==> config.mk <==
export PLATFORM = sky130hd
export DESIGN_NAME = anspwm_stage_sequencer_flat
export DESIGN_NICKNAME = d
export VERILOG_FILES = /design/src/rtl/anspwm_pkg.sv /design/src/rtl/anspwm_stage_sequencer_if.sv /design/src/rtl/anspwm_frame_timer.sv /design/src/rtl/anspwm_stage_sequencer.sv /design/src/flat_wrapper.sv
export SDC_FILE = /design/constraint.sdc
export NUM_CORES = 1
export LEC_CHECK = 0
export ABC_AREA = 1
export ABC_CLOCK_PERIOD_IN_PS = 2900
export BUFFER_PORTS_ARGS = -buffer_cell sky130_fd_sc_hd__buf_2
export CELL_PAD_IN_SITES_DETAIL_PLACEMENT = 1
export CELL_PAD_IN_SITES_GLOBAL_PLACEMENT = 1
export CORE_ASPECT_RATIO = 0.7
export CORE_MARGIN = 5
export CORE_UTILIZATION = 41
export DETAILED_ROUTE_END_ITERATION = 16
export GPL_ROUTABILITY_DRIVEN = 0
export GPL_TIMING_DRIVEN = 0
export PLACE_DENSITY_LB_ADDON = 0.1
export REMOVE_ABC_BUFFERS = 1
export SYNTH_ARGS = -nofsm -noshare
export SYNTH_HDL_FRONTEND = slang
export SYNTH_SLANG_ARGS = --single-unit
==> constraint.sdc <==
create_clock -name clk -period 2.9 [get_ports clk]
set_input_delay 0.58 -clock clk [delete_from_list [all_inputs] [get_ports clk]]
set_output_delay 0.58 -clock clk [all_outputs]
set_load 0.01 [all_outputs]
==> src/rtl/anspwm_pkg.sv <==
// Shared types and constants for the ANS-PWM stage sequencer.
package anspwm_pkg;

    localparam int SAMPLE_W = 16;
    localparam logic [SAMPLE_W-1:0] IDLE_VALUE_DEFAULT = 16'h8000;

    typedef enum logic [1:0] {
        ST_IDLE = 2'd0,
        ST_FILL = 2'd1,
        ST_RUN  = 2'd2,
        ST_HOLD = 2'd3
    } seq_state_t;

endpackage

==> src/rtl/anspwm_stage_sequencer_if.sv <==
// Sample handshake into the stage sequencer.
interface anspwm_stage_sequencer_if;
    import anspwm_pkg::*;

    logic [SAMPLE_W-1:0] s_data;
    logic                s_valid;
    logic                s_ready;

    modport master (
        output s_data,
        output s_valid,
        input  s_ready
    );

    modport slave (
        input  s_data,
        input  s_valid,
        output s_ready
    );

endinterface

==> src/rtl/anspwm_frame_timer.sv <==
// Frame and repetition counters; flags frame wrap and sample fetch point.
module anspwm_frame_timer #(
    parameter int OSR       = 64,
    parameter int FRAME_LEN = 16
) (
    input  logic clk,
    input  logic rst,
    input  logic run,
    input  logic clr,
    output logic frame_start,
    output logic fetch_point
);

    localparam int FW = $clog2(FRAME_LEN);
    localparam int RW = (OSR > 1) ? $clog2(OSR) : 1;

    logic [FW-1:0] frame_cnt;
    logic [RW-1:0] rep_cnt;
    logic          frame_last;
    logic          rep_last;

    assign frame_last  = frame_cnt == FW'(FRAME_LEN - 1);
    assign rep_last    = rep_cnt == RW'(OSR - 1);
    // frame_start marks the wrap cycle; the strobe itself is registered
    assign frame_start = run && frame_last;
    assign fetch_point = frame_start && rep_last;

    always_ff @(posedge clk) begin
        if (rst || clr) begin
            frame_cnt <= '0;
            rep_cnt   <= '0;
        end else if (run) begin
            if (frame_last) begin
                frame_cnt <= '0;
                rep_cnt   <= rep_last ? '0 : rep_cnt + RW'(1);
            end else begin
                frame_cnt <= frame_cnt + FW'(1);
            end
        end
    end

endmodule

==> src/rtl/anspwm_stage_sequencer.sv <==
// Holds each input sample for OSR frames, strobes the stage chain and
// tracks fill, underrun and graceful stop.
module anspwm_stage_sequencer
    import anspwm_pkg::*;
#(
    parameter int OSR       = 64,
    parameter int FRAME_LEN = 16,
    parameter int LATENCY   = 4,
    parameter logic [SAMPLE_W-1:0] IDLE_VALUE = IDLE_VALUE_DEFAULT
) (
    input  logic                clk,
    input  logic                rst,
    input  logic                enable,
    input  logic                clr_stats,
    anspwm_stage_sequencer_if.slave src,
    output logic [SAMPLE_W-1:0] stage_A,
    output logic                stage_en,
    output logic                out_valid,
    output logic [15:0]         underrun_cnt,
    output logic [1:0]          state
);

    localparam int LW = $clog2(LATENCY + 1);

    seq_state_t          cur;
    seq_state_t          nxt;
    logic [LW-1:0]       fill_cnt;
    logic [LW-1:0]       fill_nxt;
    logic [SAMPLE_W-1:0] a_nxt;
    logic                en_nxt;
    logic                ov_nxt;
    logic [15:0]         ur_nxt;

    logic run;
    logic frame_start;
    logic fetch;
    logic xfer;
    logic stop;
    logic underrun;

    assign run         = cur != ST_IDLE;
    assign src.s_ready = !rst && enable && (!run || fetch);
    assign xfer        = src.s_valid && src.s_ready;
    assign stop        = fetch && !enable;
    assign underrun    = fetch && enable && !src.s_valid;
    assign state       = cur;

    anspwm_frame_timer #(
        .OSR       (OSR),
        .FRAME_LEN (FRAME_LEN)
    ) u_timer (
        .clk         (clk),
        .rst         (rst),
        .run         (run),
        .clr         (stop),
        .frame_start (frame_start),
        .fetch_point (fetch)
    );

    always_comb begin
        nxt      = cur;
        a_nxt    = stage_A;
        en_nxt   = 1'b0;
        ov_nxt   = out_valid;
        fill_nxt = fill_cnt;
        unique case (cur)
            ST_IDLE: begin
                if (xfer) begin
                    nxt      = ST_FILL;
                    a_nxt    = src.s_data;
                    en_nxt   = 1'b1;
                    fill_nxt = '0;
                end
            end
            ST_FILL: begin
                en_nxt = frame_start;
                if (xfer) a_nxt = src.s_data;
                if (stage_en) begin
                    fill_nxt = fill_cnt + LW'(1);
                    if (fill_cnt == LW'(LATENCY - 1)) begin
                        nxt    = ST_RUN;
                        ov_nxt = 1'b1;
                    end
                end
            end
            ST_RUN, ST_HOLD: begin
                en_nxt = frame_start;
                if (xfer) begin
                    a_nxt = src.s_data;
                    nxt   = ST_RUN;
                end else if (underrun) begin
                    nxt = ST_HOLD;
                end
            end
        endcase
        // a stop request only takes effect on a sample boundary
        if (stop) begin
            nxt      = ST_IDLE;
            a_nxt    = IDLE_VALUE;
            en_nxt   = 1'b0;
            ov_nxt   = 1'b0;
            fill_nxt = '0;
        end
    end

    always_comb begin
        ur_nxt = underrun_cnt;
        if (clr_stats) begin
            ur_nxt = '0;
        end else if (underrun && underrun_cnt != 16'hFFFF) begin
            ur_nxt = underrun_cnt + 16'd1;
        end
    end

    always_ff @(posedge clk) begin
        if (rst) begin
            cur <= ST_IDLE;
        end else begin
            cur <= nxt;
        end
    end

    always_ff @(posedge clk) begin
        if (rst) begin
            stage_A      <= IDLE_VALUE;
            stage_en     <= 1'b0;
            out_valid    <= 1'b0;
            fill_cnt     <= '0;
            underrun_cnt <= '0;
        end else begin
            stage_A      <= a_nxt;
            stage_en     <= en_nxt;
            out_valid    <= ov_nxt;
            fill_cnt     <= fill_nxt;
            underrun_cnt <= ur_nxt;
        end
    end

endmodule

==> src/flat_wrapper.sv <==
// flat-port wrapper written by rule: the top's interface ports become plain ports
module anspwm_stage_sequencer_flat import anspwm_pkg::*;
#(
    parameter int OSR       = 64,
    parameter int FRAME_LEN = 16,
    parameter int LATENCY   = 4,
    parameter logic [SAMPLE_W-1:0] IDLE_VALUE = IDLE_VALUE_DEFAULT
)
  (clk, rst, enable, clr_stats, stage_A, stage_en, out_valid, underrun_cnt, state, src_s_data, src_s_valid, src_s_ready);
  anspwm_stage_sequencer_if src_i ();
  input  logic clk;
  input  logic rst;
  input  logic enable;
  input  logic clr_stats;
  output logic [SAMPLE_W-1:0] stage_A;
  output logic stage_en;
  output logic out_valid;
  output logic [15:0] underrun_cnt;
  output logic [1:0] state;
  input wire logic [$bits(src_i.s_data)-1:0] src_s_data;
  input wire logic [$bits(src_i.s_valid)-1:0] src_s_valid;
  output wire logic [$bits(src_i.s_ready)-1:0] src_s_ready;
  assign src_i.s_data = src_s_data;
  assign src_i.s_valid = src_s_valid;
  assign src_s_ready = src_i.s_ready;
  anspwm_stage_sequencer #(.OSR(OSR), .FRAME_LEN(FRAME_LEN), .LATENCY(LATENCY), .IDLE_VALUE(IDLE_VALUE)) u_core (.clk(clk), .rst(rst), .enable(enable), .clr_stats(clr_stats), .src(src_i), .stage_A(stage_A), .stage_en(stage_en), .out_valid(out_valid), .underrun_cnt(underrun_cnt), .state(state));
endmodule
==> results.cfg <==
[status]
status = finished, final reports clean

[drt]
wl_met2_um = 2736
via_count = 2245
drt-total-wl_um = 6365
route.detailed.drc = 0
wire_per_inst_um = 14.21
dr.pass1.iters = 4
highest-signal-layer = met4
vias_per_cell = 5.011
first_iter_violations = 99
wl_met1_um = 3218
met3_length_um = 353
detail-route-antenna-nets = 0

[synth]
synth_top_area_frac = 0.4021
ys_types = 39
yosysTopAreaCell = dfxtp_1
ys_seq_area_frac = 0.4021
ys_seq_elements = 49
syn_inst = 318
synth.area.top_cells = dfxtp_1 (40%), nand2_1 (11%), nand3_1 (6.8%), a21oi_1 (6.2%), nor2_1 (4.2%)
synth_area_um2 = 2440
yosysWarnings = 0
avgSynthCellArea_um2 = 7.672

[pwr]
leakage_nw = 1.197
swShare = 0.2903
p_clk_frac = 0.357
switching_power_mw = 0.4713
vdd_ir_drop_max_v = 0.0003869
combPwrFrac = 0.185
p_int_mw = 1.152
power.density_nw_per_um2 = 564.6
power.total_mw = 1.623
seq_power_share = 0.458

[layout]
area_delta_synth_final_pct = 17.85
n_antenna_cell = 0
fillers = 742
design_area_um2 = 2875
fin_cells = 448
drive_gt1_frac = 0.2654
final_cell_mix = nand2_1 (71), buf_2 (57), dfxtp_1 (49)
final_common_cell = nand2_1
fin_nets = 398

[clocking]
cts_buffers = 5
cts.repair.resized = 0
root_buffer = clkbuf_8
clk_pin_slew_ns = 0.09
cts_max_level = 2
cts_tree = built
cts_buffer_depth = 2
cts.sinks = 49
post_cts_buffers = 0
cts_hold_buf = 0
clk_latency_ns = 0.31

[timing]
hold_violations = 0
worst_slack_ns = 0.3477
period_minus_slack_ns = 2.552
clock_skew_ns = 0.007985
slew_violations = 0
finalSetupViolCount = 0
tns_ns = 0
worstMarginPinSlew_ns = 1.162
finalCritPeriodShare = 0.8801
fmax_mhz = 391.8
slew_headroom = 0.2252
rsz0062_at_grt = no

[critical_path]
reg2reg_from = u_core.u_timer.frame_cnt[0]
path_buf_inv = 1
rrSetupSlack_ns = 0.37
r2r_cells = 8
path_class = reg -> out
slowest_delay_ns = 0.41
crit_chain = ha_1 > nand3_4 > nor2_8 > nand2_4 > a21boi_4 > buf_2
cp_slowest_cell = dfxtp_1
crit_path_start_kind = register
worstReg2RegEnd = u_core.fill_cnt[0]
path_delay_family = flip-flops
critPathRequiredTime_ns = 2.32
cp.arrival_ns = 1.97
cp_max_fo = 17
end_kind = output port

[die]
dieArea_um2 = 7618
die_h_um = 74.54
rows = 23
start_util = 0.4239
coreArea_um2 = 5756
io_pins = 58
die_w_um = 102.2

[place]
port_buffers = 57
dp_worst_setup_slack_ns = 0.3538
hpwl_um = 4754
placedCellCount = 440
placed_area_um2 = 2741

[global_route]
grt_overflow_total = 0
grt_max_degree = 28
grt_pass1_wl_um = 10610
grt_pass1_vias = 2177
antenna_found_initial = 0
grt.total_usage = 0.1776

[worst_hold_path]
holdPathEnd = u_core.stage_A[3]
hp-class = reg -> reg
hold_path_depth = 2
hold_start = u_core.stage_A[3]

[flow_run]
maxCapViolCount = 0
-- synthesized netlist by cell type, drive strengths merged --
cell type	number
a21oi	38
nor3b	1
a31oi	1
nand3	35
nand4	3
nand2	81
a21boi	1
xor2	8
nor4	1
xnor2	5
clkbuf	2
nor3	9
or2	3
inv	26
nor2	31
ha	5
a211oi	2
o211ai	1
buf	8
o21ai	7
o21bai	1
dfxtp	49
-- tightest hold or removal path, delay by kind of cell, from the launching register on --
kind	cells	cell delay, ns
DFF	1	0.32
AOI/OAI and AO/OA	1	0.05
and+or+nand+nor	1	0.06
-- routing by layer --
layer,up-vias,GRT usage
met1,1049,0.2577
li1,1148,-
met2,43,0.2678
met5,-,0
met4,0,0.05240
met3,5,0.03468
-- per-stage QoR --
stage	hold WS [ns]	utilization
6_report	0.4663	0.4996
3_5_place_dp	0.4541	0.4763
3_3_place_gp	0.4488	0.4763
2_1_floorplan	0.4391	-
5_1_grt	0.4859	0.4996
4_1_cts	0.4684	0.4996
-- area by class of cell --
class                      instances  area [um2]  share of cell area
timing repair buffer              57       285.3             0.09922
clock buffer                       5       68.82             0.02393
sequential                        49       980.9              0.3412
tap                               75       93.84             0.03264
multi-input combinational        233        1281              0.4456
inverter                          26       100.1             0.03481
clock inverter                     3       65.06             0.02263
-- flip-flops by register name (all words and copies together), names as in the netlist --
signal and cells:
u_core.state 2, u_core.stage_A 16, u_core.underrun_cnt 16, u_core.u_timer.rep_cnt 6, u_core.stage_en 1, u_core.fill_cnt 3, u_core.out_valid 1, u_core.u_timer.frame_cnt 4
-- kinds of logic (layout without fill, tap and decap cells) --
| family | after synthesis | after routing | synth area share |
|---|---|---|---|
| flip-flops | 49 | 49 | 0.4021 |
| AND/OR/NAND/NOR | 164 | 164 | 0.3241 |
| adder cells (fa/ha/maj) | 5 | 5 | 0.02564 |
| buffers and inverters | 36 | 91 | 0.07282 |
| XOR/XNOR | 13 | 13 | 0.04667 |
| AO/OA/AOI/OAI | 51 | 51 | 0.1287 |
-- how the worst max path moves through the flow --
stage | to | cells after the start | start | slack, ns
3_3_place_gp | u_core.fill_cnt[0] | 8 | u_core.u_timer.frame_cnt[0] | 0.40
6_report | src_s_ready | 6 | u_core.u_timer.frame_cnt[0] | 0.35
5_1_grt | u_core.fill_cnt[0] | 8 | u_core.u_timer.frame_cnt[0] | 0.07
2_1_floorplan | u_core.fill_cnt[0] | 8 | u_core.u_timer.frame_cnt[0] | 0.95
4_1_cts | src_s_ready | 6 | u_core.u_timer.frame_cnt[0] | 0.31
3_5_place_dp | u_core.fill_cnt[0] | 8 | u_core.u_timer.frame_cnt[0] | 0.35
-- power by group through the flow --
stage / logic, mW / clock network [mW] / registers, mW
floorplan: 0.186 / 0 / 0.767
global placement: 0.292 / 0 / 0.756
detailed placement: 0.298 / 0 / 0.759
CTS: 0.302 / 0.595 / 0.744
global route: 0.340 / 0.629 / 0.750
finish: 0.300 / 0.580 / 0.744
Note: power is estimated with default switching activity, not from simulation.
